## src/rtl/video_pkg.sv

```systemverilog
// video_pkg: FSM states, pattern codes and helpers shared by the video stream blocks.
package video_pkg;

    typedef enum logic [1:0] {IDLE, VBLANK, LINE, HBLANK} state_t;

    localparam logic [1:0] PAT_HRAMP = 2'd0;
    localparam logic [1:0] PAT_VRAMP = 2'd1;
    localparam logic [1:0] PAT_CHECK = 2'd2;
    localparam logic [1:0] PAT_COUNT = 2'd3;

    function automatic logic [15:0] at_least_one(input logic [15:0] v);
        return (v == 16'd0) ? 16'd1 : v;
    endfunction

endpackage

```

## src/rtl/video_pattern_gen.sv

```systemverilog
// video_pattern_gen: turns the current x/y position and frame pixel count into one registered pixel.
module video_pattern_gen
    import video_pkg::*;
#(
    parameter int DATA_WIDTH = 8,
    parameter int CW = 11
) (
    input  logic                  clk,
    input  logic                  rst,
    input  logic                  de,
    input  logic [CW-1:0]         x,
    input  logic [CW-1:0]         y,
    input  logic [DATA_WIDTH-1:0] fcnt,
    input  logic [1:0]            pattern,
    output logic [DATA_WIDTH-1:0] pix
);

    logic                  chk;
    logic [DATA_WIDTH-1:0] px;

    assign chk = |((x ^ y) & CW'(8));

    always_comb
        px = (pattern == PAT_HRAMP) ? DATA_WIDTH'(x) :
             (pattern == PAT_VRAMP) ? DATA_WIDTH'(y) :
             (pattern == PAT_CHECK) ? {DATA_WIDTH{chk}} : fcnt;

    always_ff @(posedge clk or negedge rst)
        if (!rst)
            pix <= '0;
        else
            pix <= de ? px : '0;

endmodule

```

## src/rtl/video_stream_gen.sv

```systemverilog
// video_stream_gen: test-pattern video source producing de/hs/vs framed pixel streams.
// Frame geometry and pattern are latched at frame start and held until the frame ends.
module video_stream_gen
    import video_pkg::*;
#(
    parameter int DATA_WIDTH = 8,
    parameter int LINE_SIZE_MAX = 1024,
    parameter int DE_I_PERIOD = 0
) (
    input  logic                             clk,
    input  logic                             rst,
    input  logic                             enable,
    input  logic [1:0]                       pattern,
    input  logic [$clog2(LINE_SIZE_MAX):0]   pix_count,
    input  logic [$clog2(LINE_SIZE_MAX):0]   line_count,
    input  logic [15:0]                      hblank,
    input  logic [15:0]                      vblank,
    output logic [DATA_WIDTH-1:0]            do_o,
    output logic                             de_o,
    output logic                             hs_o,
    output logic                             vs_o,
    output logic                             busy
);

    localparam int CW = $clog2(LINE_SIZE_MAX) + 1;
    localparam int P = (DE_I_PERIOD < 2) ? 1 : DE_I_PERIOD;
    localparam int PW = $clog2(P + 1);

    state_t                state;
    logic [CW-1:0]         x, y, pix_l, line_l;
    logic [15:0]           hb_l, vb_l, cnt;
    logic [1:0]            pat_l;
    logic [PW-1:0]         ph;
    logic [DATA_WIDTH-1:0] fcnt;
    logic                  emit, last_px, frame_end, start;

    function automatic logic [CW-1:0] clamp(input logic [CW-1:0] v);
        return (v < CW'(3)) ? CW'(3) : (v > CW'(LINE_SIZE_MAX)) ? CW'(LINE_SIZE_MAX) : v;
    endfunction

    assign emit      = (state == LINE) && (ph == '0);
    assign last_px   = x == pix_l - CW'(1);
    assign frame_end = emit && last_px && (y == line_l - CW'(1));
    // a new frame may start straight from the last pixel of the previous one
    assign start     = enable && ((state == IDLE) || frame_end);

    always_ff @(posedge clk or negedge rst)
        if (!rst) begin
            state  <= IDLE;
            x      <= '0;
            y      <= '0;
            pix_l  <= '0;
            line_l <= '0;
            hb_l   <= '0;
            vb_l   <= '0;
            cnt    <= '0;
            pat_l  <= '0;
            ph     <= '0;
            fcnt   <= '0;
            de_o   <= 1'b0;
            hs_o   <= 1'b0;
            vs_o   <= 1'b0;
            busy   <= 1'b0;
        end else begin
            de_o <= emit;
            hs_o <= state == LINE;
            vs_o <= (state == LINE) || (state == HBLANK);
            if (start) begin
                state  <= VBLANK;
                pat_l  <= pattern;
                pix_l  <= clamp(pix_count);
                line_l <= clamp(line_count);
                hb_l   <= at_least_one(hblank);
                vb_l   <= at_least_one(vblank);
                cnt    <= '0;
                fcnt   <= '0;
                busy   <= 1'b1;
            end else
                case (state)
                    VBLANK:
                        if (cnt == vb_l - 16'd1) begin
                            state <= LINE;
                            x     <= '0;
                            y     <= '0;
                            ph    <= '0;
                        end else
                            cnt <= cnt + 16'd1;
                    LINE: begin
                        if (emit)
                            fcnt <= fcnt + DATA_WIDTH'(1);
                        if (emit && last_px) begin
                            cnt   <= '0;
                            state <= frame_end ? IDLE : HBLANK;
                            busy  <= !frame_end;
                        end else if (ph == PW'(P - 1)) begin
                            ph <= '0;
                            x  <= x + CW'(1);
                        end else
                            ph <= ph + PW'(1);
                    end
                    HBLANK:
                        if (cnt == hb_l - 16'd1) begin
                            state <= LINE;
                            x     <= '0;
                            y     <= y + CW'(1);
                            ph    <= '0;
                        end else
                            cnt <= cnt + 16'd1;
                    default: ;
                endcase
        end

    video_pattern_gen #(.DATA_WIDTH(DATA_WIDTH), .CW(CW)) u_pat (
        .clk     (clk),
        .rst     (rst),
        .de      (emit),
        .x       (x),
        .y       (y),
        .fcnt    (fcnt),
        .pattern (pat_l),
        .pix     (do_o)
    );

endmodule
```

## config.mk

```make
export PLATFORM = sky130hd
export DESIGN_NAME = video_stream_gen
export DESIGN_NICKNAME = d
export VERILOG_FILES = /design/src/rtl/video_pkg.sv /design/src/rtl/video_pattern_gen.sv /design/src/rtl/video_stream_gen.sv
export SDC_FILE = /design/constraint.sdc
export NUM_CORES = 1
export LEC_CHECK = 0
export ABC_CLOCK_PERIOD_IN_PS = 6300
export BUFFER_PORTS_ARGS = -buffer_cell sky130_fd_sc_hd__buf_2
export CORE_UTILIZATION = 63
export DETAILED_ROUTE_END_ITERATION = 10
export PLACE_DENSITY = 0.95
export SLEW_MARGIN = 40
export SYNTH_ARGS = -nofsm -noshare
export SYNTH_HDL_FRONTEND = slang
export SYNTH_SLANG_ARGS = --single-unit
export TNS_END_PERCENT = 10
```

## constraint.sdc

```tcl
create_clock -name clk -period 6.3 [get_ports clk]
set_input_delay 0.63 -clock clk [delete_from_list [all_inputs] [get_ports clk]]
set_output_delay 0.63 -clock clk [all_outputs]
set_load 0.05 [all_outputs]
```

* Word-level counts from Yosys, hierarchy flattened
Index checks and enable logic that the tools add are counted.
** Operators by class
- Equality and inequality tests :: 18
- Muxes and demuxes :: 39
- $lt $le $gt $ge :: 4
- $add $sub $neg :: 9
- Bitwise operators :: 3
- Reductions and logical operators :: 24
** Operator list (number)
- 11-bit two-way mux :: 9
- 16-bit two-way mux :: 6
- 8-bit two-way mux :: 7
- 16-bit one-hot mux with 3 select lines :: 1
- 11-bit one-hot mux with 3 select lines :: 1
- 16-bit == test :: 2
- 16-bit logical NOT :: 2
- 16-bit by 1-bit subtractor with 16-bit output (second input constant) :: 2
- 11-bit by 1-bit adder with 11-bit output (second input constant) :: 2
- 11-bit == test :: 2
- 11-bit > comparator (second input constant) :: 2
- 11-bit by 2-bit < comparator with 1-bit output (second input constant) :: 2
- 11-bit one-hot mux with 2 select lines :: 1
- 11-bit by 1-bit subtractor with 11-bit output (second input constant) :: 2
- 16-bit by 1-bit adder with 16-bit output (second input constant) :: 1
- 4-bit AND reduction :: 3
- 2-bit two-way mux :: 5
- 3-bit != test (second input constant) :: 3
- 8-bit by 1-bit adder with 8-bit output (second input constant) :: 1
- 2-bit nonzero test :: 4
- 1-bit two-way mux :: 7
- 2-bit == test (second input constant) :: 3
- 2-bit != test (second input constant) :: 3
- 3-bit by 2-bit != test with 1-bit output (second input constant) :: 2
- 16 further kinds :: 24
** Storage, ports and cells
- Word-level logic and storage cells :: 113
- Flip-flop bits (word level) :: 117
- Output and inout bits :: 12
- Input port bits :: 59

* Logic depth before layout (Yosys ltp)
- Word-level depth :: 8
- Mapped depth :: 13
- Mapped depth without buffers :: 10

* Cells and area by module
From an unflattened synthesis, not the netlist that was laid out.
** Unflattened totals
- Cell total of the unflattened synthesis :: 800
- Area, all modules :: 7669.9 µm²
** Modules (own cells, without submodules)
- video_stream_gen :: area an instance 7149.4 µm², sequential area each 2677.6 µm², times used 1, cells each 759
- video_pattern_gen :: area an instance 520.5 µm², sequential area each 200.2 µm², times used 1, cells each 41

* Least setup slack after synthesis
OpenSTA, ideal clock, no wires.
- Path kind :: register to register
- Start :: register hb_l[0]
- End :: register cnt[14]
- Setup time :: 0.087 ns
- Path slack :: 3.210 ns
- Buffers on the path :: 2
- Required time :: 6.213 ns
- Arrival :: 3.003 ns
- Period minus slack after synthesis :: 3.090 ns
- Stages on the path, launching flop included :: 13
- Cell sequence :: dfrtp_1 -> inv_1 -> ha_1 -> or4b_1 -> buf_2 -> o31a_1 -> or4_1 -> nand3_1 -> o2111ai_4 -> o22ai_2 -> buf_6 -> mux2_2 -> o211ai_1
** On the way
- Word-level cells in the longest chain between the ends :: 4
** RTL lines
- start: declaration :: line video_stream_gen.sv:31 : logic [15:0] hb_l, vb_l, cnt;
- start signal: assignment :: line video_stream_gen.sv:73 : hb_l <= at_least_one(hblank);
- 16-bit by 1-bit subtractor with 16-bit output :: line video_stream_gen.sv:102 : if (cnt == hb_l - 16'd1) begin
- 16-bit == test :: line video_stream_gen.sv:102
- 3-bit != test (no line)
- 4-bit AND reduction (no line)
- end signal: assignment :: line video_stream_gen.sv:87 : cnt <= cnt + 16'd1;
- end signal: assignment :: line video_stream_gen.sv:108 : cnt <= cnt + 16'd1;
- end: declaration :: line video_stream_gen.sv:31
No other way between the ends.
A chain may end at the register's enable or synchronous reset.

* Final worst setup path
Ends and elaborated chain as after synthesis.

==> flow_summary.yaml <==
worst_setup_path:
  cp-start-kind: "register"
  worst-path-max-fanout: 29
  r2r_slack_ps: 2550
  critPathKind: "register to register"
  required_ps: 6630
  worstSetupEndpointType: "register"
  critPathArrivalTime_ps: 4080
placement:
  place.port_buffers: 70
  dp_hpwl_mm: 12.51
  place_congestion: 0.9191
synthesis:
  synth_enable_flop_cells: 0
  synth_top_area_share: 0.3830
  synthCells: 809
  ys_ff_latch: 115
  syn-num-nets: 876
  async_flop_share: 1.000
  syn_avg_cell_area_um2: 9.289
  synth-seq-area-share: 0.3830
  synth.largest_area_cell: "dfrtp_1"
  synth-main-ff-cell: "dfrtp_1"
  yosys_warnings: 0
  synthesis.area_mm2: 0.007515
  ys_top_cells_by_area: "dfrtp_1 38%, xnor2_1 7.1%, mux2_2 5.8%"
  yosys.cell_types.count: 78
clock_tree:
  cts_root_buffer: "clkbuf_16"
  cts_setup_buffers: 0
  clk_pin_slew_worst_paths_ps: 60
  htree_levels: 4
  ctsLongestPathBuffers: 2
  cts_resized: 0
  clock_latency_ps: 420
  clock-sinks: 115
  cts_tree: "built"
  cts_buffers: 17
  cts_hold_buf: 0
sta:
  rsz0062_at_grt: "no"
  period_minus_slack_ps: 3746
  fin_skew_ps: 10.58
  finalSetupTns_ps: 0
  tightest_slew_ps: 861.9
  max_freq_mhz: 266.9
  slew_headroom: 0.4233
  finalCritPeriodShare: 0.5947
  setup_viol: 0
  slew_violations: 0
  timing.hold.ws_ps: 217.5
  hold_violations: 0
pwr:
  total_leakage_power_nw: 3.742
  power.density_mw_per_mm2: 198.3
  p_int_mw: 1.301
  switchingPower_uw: 367.2
  seqPwrFrac: 0.443
  switching_share: 0.2201
  clkPwrFrac: 0.528
  comb_power_share: 0.029
  ir_drop_uv: 157.2
detailed_routing:
  vias: 6682
  antenna_left: 0
  drt-initial-drc-count: 811
  drt-total-wl_mm: 18.78
  route.detailed.drc: 4
  first_pass_iters: 9
  viasPerCell: 6.649
  avgRoutedWirePerCell_um: 18.68
floorplan:
  rows: 39
  die_h_um: 111.2
  die-area_mm2: 0.01237
  start_util: 0.6525
  dieWidth_um: 111.2
  placeableCoreArea_mm2: 0.01152
  io_pins: 71
grt:
  grt_overflow: 0
  met2_usage: 0.5129
  grt_pass1_wl_mm: 30.90
  top_usage_layer: "met2"
  use_met3: 0.07600
  antenna_found_initial: 0
  grt_max_degree: 71
  gr-usage-met1: 0.3832
  track_usage: 0.3155
  grt_pass1_vias: 6414
worst_hold_path:
  hp-class: "primary input to asynchronous set/reset pin"
finish:
  final_common_cell: "dfrtp_1"
  multi_input_area_mm2: 0.004270
  layout_common_cells: "115 x dfrtp_1, 69 x buf_2, 68 x nand2_1, 61 x xnor2_1, 59 x nor2_1"
  fill_cells: 758
  final-seq-area_mm2: 0.002878
  diodes: 0
  drive_gt1_frac: 0.1937
  area_growth_pct: 11.95
  nets: 916
run:
  maxCapViolations: 0
run_status:
  violations: "DRC"
  status: "finished with violations"
stage by stage:
step,std cells,util,setup slack (ps),cell area (µm²),power [mW]
2_1_floorplan,809,-,3210,7515,0.7601
3_3_place_gp,972,0.6814,2553,7848,0.7988
3_5_place_dp,973,0.6839,2673,7876,0.8008
4_1_cts,1005,0.7306,2626,8413,1.675
5_1_grt,1005,0.7306,2302,8413,1.709
6_report,1005,0.7306,2554,8413,1.668
synthesized netlist by cell type, types with 8 or more instances:
cell / number
o22ai_1: 10
and2_1: 11
a21oi_1: 10
clkbuf_1: 34
nor4_1: 27
nor2b_1: 12
nand2_1: 68
inv_1: 34
nor3_1: 34
xor2_1: 30
nand4_1: 18
o21ai_0: 25
mux2_2: 39
ha_1: 8
a211oi_1: 8
buf_2: 11
nand2b_1: 8
or4_1: 8
dfrtp_1: 115
nor2_1: 59
mux2i_1: 30
nand3_1: 30
xnor2_1: 61
final timing paths:
kind | end | cells after the start | startpoint
max in group asynchronous | y[6]$_DFFE_PN0P_ | 2 | rst
worst max register to register | cnt[14]$_DFFE_PN0P_ | 11 | hb_l[0]$_DFFE_PN0N_
worst max-delay path | cnt[14]$_DFFE_PN0P_ | 11 | hb_l[0]$_DFFE_PN0N_
worst min-delay path | vb_l[5]$_DFFE_PN0N_ | 1 | rst
worst min register to register | line_l[10]$_DFFE_PN0N_ | 1 | line_l[10]$_DFFE_PN0N_
min in group clk | hb_l[14]$_DFFE_PN0N_ | 2 | hblank[14]
worst max-delay path: stages, from the launching register on:
cell and delay (ps):
dfrtp_1 420, inv_1 110, ha_1 250, or4b_1 630
nor4_2 230, xnor2_1 90, a2111oi_0 580, o21ai_2 300
o22ai_2 190, buf_4 340, mux2_2 400, o211ai_1 110
flip-flops by register name (all words and copies together), names as in the netlist:
register,count
pix_l,11
cnt,16
vb_l,16
y,11
state,2
pat_l,2
hb_l,16
busy,1
u_pat.pix,8
fcnt,8
x,11
vs_o,1
de_o,1
line_l,11
cell families after synthesis:
kind of cell | Yosys count | share of synthesized area
multiplexers | 75 | 0.1074
XOR/XNOR | 91 | 0.1061
flip-flops | 115 | 0.3830
adder cells (fa/ha/maj) | 8 | 0.01332
buffers and inverters | 89 | 0.05245
AND/OR/NAND/NOR | 316 | 0.2258
AO/OA/AOI/OAI | 115 | 0.1121
power groups by stage:
stage	clock [mW]	sequential [mW]	combinational, mW
CTS	0.887	0.739	0.0488
global route	0.915	0.739	0.0545
detailed placement	0	0.752	0.0487
floorplan	0	0.752	0.00772
global placement	0	0.752	0.0467
finish	0.881	0.740	0.0482
per-layer routing:
layer | up-vias | share of wire
met5 | - | 0
met4 | 0 | 0.041
met3 | 97 | 0.085
met2 | 392 | 0.48
met1 | 3193 | 0.39
li1 | 3000 | -
layout make-up:
class / count / area share
clock buffers: 20 / 0.05309
inverters: 34 / 0.01517
flip-flops and latches: 115 / 0.3421
multi-input cells: 605 / 0.5076
clock inverters: 12 / 0.01071
repair buffers: 76 / 0.05012
well taps: 143 / 0.02127
Power figures use the tool's default switching activity.
